### src/rtl/sc_psr_flags_pkg.sv
// Shared definitions for the PSR flag stage: branch condition encodings,
// icc bit positions inside the PSR and the default reset image.
package sc_psr_flags_pkg;

    localparam int ICC_N = 23;
    localparam int ICC_Z = 22;
    localparam int ICC_V = 21;
    localparam int ICC_C = 20;

    localparam logic [31:0] PSR_RESET_DEFAULT = 32'h0000_0000;

    // Bit 3 of every code inverts the sense of the condition in bits [2:0].
    typedef enum logic [3:0] {
        COND_BN   = 4'b0000,
        COND_BE   = 4'b0001,
        COND_BLE  = 4'b0010,
        COND_BL   = 4'b0011,
        COND_BLEU = 4'b0100,
        COND_BCS  = 4'b0101,
        COND_BNEG = 4'b0110,
        COND_BVS  = 4'b0111,
        COND_BA   = 4'b1000,
        COND_BNE  = 4'b1001,
        COND_BG   = 4'b1010,
        COND_BGE  = 4'b1011,
        COND_BGU  = 4'b1100,
        COND_BCC  = 4'b1101,
        COND_BPOS = 4'b1110,
        COND_BVC  = 4'b1111
    } cond_e;

    typedef struct packed {
        logic n;
        logic z;
        logic v;
        logic c;
    } icc_t;

endpackage

### src/rtl/sc_psr_cond_eval.sv
// Combinational SPARC branch-condition evaluator over the committed icc flags.
module sc_psr_cond_eval
    import sc_psr_flags_pkg::*;
(
    input  logic [3:0] cond,
    input  logic [3:0] nzvc,
    output logic       taken
);

    icc_t icc;
    logic base;

    assign icc = nzvc;

    always_comb begin
        base = 1'b0;
        case ({1'b0, cond[2:0]})
            COND_BN:   base = 1'b0;
            COND_BE:   base = icc.z;
            COND_BLE:  base = icc.z | (icc.n ^ icc.v);
            COND_BL:   base = icc.n ^ icc.v;
            COND_BLEU: base = icc.c | icc.z;
            COND_BCS:  base = icc.c;
            COND_BNEG: base = icc.n;
            COND_BVS:  base = icc.v;
            default:   base = 1'b0;
        endcase
    end

    assign taken = base ^ cond[3];

endmodule

### src/rtl/sc_psr_flags.sv
// PSR stage behind the ALU: captures active-low ALU flags into icc, supports
// wrpsr, and registers a one-cycle branch evaluation against the old flags.
module sc_psr_flags
    import sc_psr_flags_pkg::*;
#(
    parameter int                         DATAWIDTH_BUS   = 32,
    parameter int                         DATAWIDTH_COND  = 4,
    parameter logic [DATAWIDTH_BUS-1:0]   PSR_RESET_VALUE = PSR_RESET_DEFAULT,
    parameter logic [DATAWIDTH_BUS-1:0]   PSR_WRITE_MASK  = 32'hFFFF_FFFF
) (
    input  logic                      SC_PSR_CLOCK_50,
    input  logic                      SC_PSR_RESET_InHigh,
    input  logic                      SC_PSR_negative_InLow,
    input  logic                      SC_PSR_zero_InLow,
    input  logic                      SC_PSR_overflow_InLow,
    input  logic                      SC_PSR_carry_InLow,
    input  logic                      SC_PSR_setFlags_In,
    input  logic                      SC_PSR_write_In,
    input  logic [DATAWIDTH_BUS-1:0]  SC_PSR_data_InBUS,
    input  logic                      SC_PSR_stall_In,
    input  logic [DATAWIDTH_COND-1:0] SC_PSR_cond_InBUS,
    input  logic                      SC_PSR_condValid_In,
    output logic [DATAWIDTH_BUS-1:0]  SC_PSR_data_OutBUS,
    output logic [3:0]                SC_PSR_flags_OutBUS,
    output logic                      SC_PSR_branchTaken_Out,
    output logic                      SC_PSR_branchValid_Out
);

    logic [DATAWIDTH_BUS-1:0] psr_reg;
    logic [DATAWIDTH_BUS-1:0] psr_next;
    logic                     branch_taken_reg;
    logic                     branch_valid_reg;
    logic [3:0]               icc_in;
    logic                     eval_taken;

    assign icc_in = ~{SC_PSR_negative_InLow, SC_PSR_zero_InLow,
                      SC_PSR_overflow_InLow, SC_PSR_carry_InLow};

    // Per-bit next value: wrpsr beats setFlags; masked-off bits never take bus data.
    genvar gi;
    generate
        for (gi = 0; gi < DATAWIDTH_BUS; gi++) begin : g_psr_bit
            logic wr_bit;
            if (PSR_WRITE_MASK[gi]) begin : g_wr
                assign wr_bit = SC_PSR_data_InBUS[gi];
            end else begin : g_keep
                assign wr_bit = psr_reg[gi];
            end

            if (gi >= ICC_C && gi <= ICC_N) begin : g_icc
                assign psr_next[gi] = SC_PSR_write_In    ? wr_bit :
                                      SC_PSR_setFlags_In ? icc_in[gi-ICC_C] :
                                                           psr_reg[gi];
            end else begin : g_plain
                assign psr_next[gi] = SC_PSR_write_In ? wr_bit : psr_reg[gi];
            end
        end
    endgenerate

    // Evaluation sees the flags already committed, never this cycle's update.
    sc_psr_cond_eval u_cond_eval (
        .cond  (SC_PSR_cond_InBUS[3:0]),
        .nzvc  (psr_reg[ICC_N:ICC_C]),
        .taken (eval_taken)
    );

    always_ff @(posedge SC_PSR_CLOCK_50) begin
        if (SC_PSR_RESET_InHigh) begin
            psr_reg          <= PSR_RESET_VALUE;
            branch_taken_reg <= 1'b0;
            branch_valid_reg <= 1'b0;
        end else if (!SC_PSR_stall_In) begin
            psr_reg          <= psr_next;
            branch_valid_reg <= SC_PSR_condValid_In;
            branch_taken_reg <= SC_PSR_condValid_In & eval_taken;
        end
    end

    assign SC_PSR_data_OutBUS     = psr_reg;
    assign SC_PSR_flags_OutBUS    = psr_reg[ICC_N:ICC_C];
    assign SC_PSR_branchTaken_Out = branch_taken_reg;
    assign SC_PSR_branchValid_Out = branch_valid_reg;

endmodule

### config.mk
export PLATFORM = sky130hd
export DESIGN_NAME = sc_psr_flags
export DESIGN_NICKNAME = d
export VERILOG_FILES = /design/src/rtl/sc_psr_flags_pkg.sv /design/src/rtl/sc_psr_cond_eval.sv /design/src/rtl/sc_psr_flags.sv
export SDC_FILE = /design/constraint.sdc
export NUM_CORES = 1
export LEC_CHECK = 0
export BUFFER_PORTS_ARGS = -buffer_cell sky130_fd_sc_hd__buf_2
export CAP_MARGIN = 5
export CORE_MARGIN = 4
export CORE_UTILIZATION = 36
export CTS_CLUSTER_DIAMETER = 80
export DETAILED_ROUTE_END_ITERATION = 16
export PLACE_DENSITY = 0.69
export SLEW_MARGIN = 5
export SYNTH_ARGS = -nofsm -noshare
export SYNTH_HDL_FRONTEND = slang
export SYNTH_SLANG_ARGS = --single-unit
### constraint.sdc
create_clock -name SC_PSR_CLOCK_50 -period 1.2 [get_ports SC_PSR_CLOCK_50]
set_input_delay 0.24 -clock SC_PSR_CLOCK_50 [delete_from_list [all_inputs] [get_ports SC_PSR_CLOCK_50]]
set_output_delay 0.24 -clock SC_PSR_CLOCK_50 [all_outputs]
set_load 0.01 [all_outputs]
Word-level counts from Yosys, hierarchy flattened
Index checks and enable logic that the tools add are counted.
Cells by class
  add/subtract/negate cells: 0
  $mul: 0
  div/mod/pow operators: 0
  $lt $le $gt $ge: 0
  equality and inequality tests: 7
  shift-type cells: 0
  muxes and demuxes: 9
  bitwise logic cells: 7
  reductions and logical operators: 4
Operators with widths (number)
  $eq A3 B3 Y1 const B: 4
  $mux W1: 8
  $pmux W1 S8: 1
  $eq A3 B2 Y1 const B: 2
  $not A4 Y4: 1
  $reduce_and A2 Y1: 2
  $eq A3 B1 Y1 const B: 1
  $logic_not A3 Y1: 1
  $or A1 B1 Y1: 2
  $reduce_bool A2 Y1: 1
  $xor A1 B1 Y1: 2
  $and A1 B1 Y1: 1
  $not A1 Y1: 1
Storage, ports and cells
  flip-flop bits (word level): 34
  bits in latches: 0
  memory bits (writable): 0
  bits in read-only memories: 0
  input port bits: 46
  output and inout bits: 38
  logic and storage cells: 31
  memories: 0

Longest topological paths before layout
  depth in word-level cells: 5
  gate-level depth with buffers: 6
  gate-level depth less buffers: 4

By module
Synthesis repeated with hierarchy kept, for this count alone.
Unflattened totals
  cells, all modules: 169
  area total of the unflattened synthesis: 1461.4 µm²
Modules (own cells, without submodules)
  sc_psr_flags: times used 1, cells an instance 158, area an instance 1390.1 µm², seq. area each 680.7 µm²
  sc_psr_cond_eval: times used 1, cells an instance 11, area an instance 71.3 µm², seq. area each 0.0 µm²

Worst setup path after synthesis
OpenSTA, ideal clock, no wires.
  path kind: reg2reg
  start point: register psr_reg[23] (netlist: SC_PSR_data_OutBUS[23])
  end point: register branch_taken_reg (netlist: SC_PSR_branchTaken_Out)
  setup time: 121 ps
  arrival: 1006 ps
  data required time: 1079 ps
  slack: 73 ps
  cell stages (with the launch flop): 5
  buffers on the path: 0
  clock period less this slack: 1127 ps
  cells stage by stage: dfxtp_1 -> nor2b_1 -> a221oi_1 -> a211o_1 -> nand3_1
Between the ends
  cells in the longest elaborated chain, start to end: 5
RTL lines
  from (decl): RTL line sc_psr_flags.sv:29  | logic [DATAWIDTH_BUS-1:0] psr_reg;
  from (signal assigned): RTL line sc_psr_flags.sv:73  | psr_reg <= psr_next;
  $xor A1 B1 Y1: RTL line sc_psr_cond_eval.sv:20, sc_psr_cond_eval.sv:21
  $or A1 B1 Y1: RTL line sc_psr_cond_eval.sv:20  | COND_BLE: base = icc.z | (icc.n ^ icc.v);
  $pmux W1 S8 (*): RTL line sc_psr_cond_eval.sv:17  | case ({1'b0, cond[2:0]})
  $xor A1 B1 Y1 (*): RTL line sc_psr_cond_eval.sv:30  | assign taken = base ^ cond[3];
  $and A1 B1 Y1 (*): RTL line sc_psr_flags.sv:75  | branch_taken_reg <= SC_PSR_condValid_In & eval_taken;
  to (signal assigned): RTL line sc_psr_flags.sv:75
  to (decl): RTL line sc_psr_flags.sv:31  | logic branch_taken_reg;
Every way passes the cells marked *; elsewhere a longest branch is shown, timed or not.
A chain may end at the register's enable or synchronous reset.

Final worst setup path
Same ends and word-level chain as after synthesis.

==> impl_metrics.csv <==
group,metric,value,unit
worst_hold_path,hp-class,"input pin to flop",
grt,overflow,0,
yosys,ys_seq_area_share,50.1,%
pwr,p_leak,0.932,nW
placed_design,gp_congestion,0.761,
cells_and_area,seq_area,681,sq um
clocking,post_cts_buffers,0,
yosys,postSynthCellCount,174,
cells_and_area,nFillCells,374,
setup_path,cp_max_fo,6,
cells_and_area,drive_gt1_share,39.1,%
cells_and_area,post-route-util,52.3,%
floorplanning,num_rows,22,
route,vias_per_cell,4.57,
route,dr.pass1.iters,4,
clocking,cts-resized-gates,0,
cells_and_area,area_delta_synth_final,40.9,%
floorplanning,dieArea,4820,sq um
floorplanning,top_level_ports,84,
floorplanning,die_w,69.4,um
timing,period_minus_slack,1.15,ns
yosys,syn_area,1360,sq um
yosys,ys_seq_elements,34,
floorplanning,die_y,69.4,um
cells_and_area,antenna_cells,0,
clocking,cts_htree_levels,2,
floorplanning,start_util,37.1,%
route,post_drt_wl_per_cell,11.3,um
cells_and_area,multi_input_area,589,sq um
placed_design,post-place-ws,0.0188,ns
setup_path,cp.arrival,1.31,ns
timing,period_share,95.7,%
setup_path,cpPeakStageDelay,0.35,ns
route,totalWireLength,3.47,mm
floorplanning,core_area,3660,sq um
timing,setup_viol,0,
clocking,cts.clk_slew.worst_paths,0.07,ns
cells_and_area,final_nets,303,
pwr,power.density,1270,nW/um^2
route,postRouteAntennaNets,0,
setup_path,path_cells,"nor2b_1 > a221oi_2 > a211o_1 > nand3_1",
clocking,cts_sinks,34,
clocking,cts_hold_buffers,0,
yosys,synthDistinctLibCells,21,
timing,tightest_slew,0.324,ns
placed_design,place_hpwl,2.54,mm
timing,postLayoutSetupSlackWorst,0.0515,ns
grt,grt_start_max_net_pins,20,
cells_and_area,final_common_cell,"buf_2",
timing,drv_slew,0,
setup_path,setup.worst_path.end_class,"flop",
timing,hold_viol_final,0,
grt,grt_pass1_vias,1265,
yosys,avgSynthCellArea,7.80,sq um
pwr,peakVddDrop,0.595,mV
clocking,ctsRootBufferMaster,"clkbuf_8",
grt,track_usage,14.0,%
setup_path,slowest_stage,"dfxtp_1",
clocking,worstSkewPairLatency,0.28,ns
flow_run,cap_violations,0,
yosys,synth_fp_nets,220,
setup_path,worstPathRequired,1.37,ns
cells_and_area,final_cell_mix,"buf_2 (83), nand2_1 (59), dfxtp_1 (34)",
setup_path,cp_top_family,"compound AO/OA/AOI/OAI gates",
setup_path,start_kind,"flop",
clocking,cts_buffers,5,
route,route.detailed.drc,0,
placed_design,io_buffers,83,
outcome,status,"finished, final reports clean",
timing,relSlewSlack,78.4,%
timing,max_freq,0.871,GHz
grt,antenna_found_initial,0,
setup_path,path_buf_inv,0,
route,vias,1397,
yosys,yosysWarnings,0,
clocking,tritoncts,"done",
clocking,cts.path.max_buffers,2,
pwr,p_total,2.43,mW
timing,fin_skew,0.000480,ns
setup_path,setup.worst_path.class,"flop to flop",
grt,grt_pass1_wl,5.52,mm
route,drt_iter0_drc,72,
[cells by family (layout without fill, tap and decap cells)]
family	after synthesis	after routing	share of synthesized area, %
XOR/XNOR	1	1	0.645
multiplexers	2	2	1.47
flip-flops	34	34	50.1
buffers and inverters	16	100	7.10
AO/OA/AOI/OAI	39	39	15.8
AND/OR/NAND/NOR	82	82	24.9
[flip-flops by register name, summed over array words and instances, names as in the netlist]
signal and count:
SC_PSR_data_OutBUS 32, SC_PSR_branchTaken_Out 1, SC_PSR_branchValid_Out 1
[tightest hold or removal path: stages]
cell and delay [ns]:
buf_2 0.09, nand2_1 0.04, a21oi_1 0.05
[cell usage after synthesis, drive strengths merged]
master  count  area, sq um
nand2      59          221
dfxtp      34          681
a21oi      32          160
nor2       12         47.6
buf        11         77.6
clkbuf      4         15.0
a211oi      3         22.5
nand2b      3         18.8
nand3       3         15.0
a221oi      2         17.5
mux2i       2         20.0
nor2b       2         12.5
a211o       1         8.76
and2        1         6.26
inv         1         3.75
nor3b       1         7.51
o21ai       1         5.00
or3b        1         8.76
xor2        1         8.76
[cell type report]
class,instances,share of cell area (%)
flip-flops and latches,34,35.6
well taps,48,3.14
repair buffers,91,25.5
clock inverters,1,0.262
inverters,1,0.196
clock buffers,7,4.51
multi-input cells,124,30.8
[through the flow]
| stage | TNS (ns) | cells | hold slack, ns | area [sq um] |
|---|---|---|---|---|
| final | 0 | 306 | 0.194 | 1910 |
| after global routing | -0.00507 | 306 | 0.188 | 1910 |
| after CTS | 0 | 306 | 0.185 | 1910 |
| after detailed placement | 0 | 298 | 0.444 | 1820 |
| after global placement | 0 | 298 | 0.440 | 1820 |
| after floorplan | 0 | 174 | 0.376 | 1360 |
[worst paths after layout]
| kind | from | to | slack [ns] | depth (start not counted) |
|---|---|---|---|---|
| max reg2reg | SC_PSR_data_OutBUS[23]$_SDFFE_PP0P_ | SC_PSR_branchTaken_Out$_SDFFE_PP0N_ | 0.05 | 4 |
| max | SC_PSR_data_OutBUS[23]$_SDFFE_PP0P_ | SC_PSR_branchTaken_Out$_SDFFE_PP0N_ | 0.05 | 4 |
| min | SC_PSR_data_InBUS[26] | SC_PSR_data_OutBUS[26]$_SDFFE_PP0P_ | 0.19 | 3 |
| min reg2reg | SC_PSR_data_OutBUS[3]$_SDFFE_PP0P_ | SC_PSR_data_OutBUS[3]$_SDFFE_PP0P_ | 0.45 | 2 |
[where the power goes]
| group | switching [mW] | internal [mW] | total [mW] |
|---|---|---|---|
| clock | 0.380 | 0.462 | 0.843 |
| sequential | 0.0308 | 1.19 | 1.22 |
| combinational | 0.193 | 0.174 | 0.367 |
| total | 0.604 | 1.82 | 2.43 |
[metal layers]
metal / up-vias / track usage (%) / wire [um]
met4: 0 / 4.56 / 38
met2: 61 / 20.9 / 1520
li1: 731 / - / -
met3: 5 / 6.81 / 358
met1: 600 / 17.6 / 1550
met5: - / 0 / 0
Power figures use the tool's default switching activity.
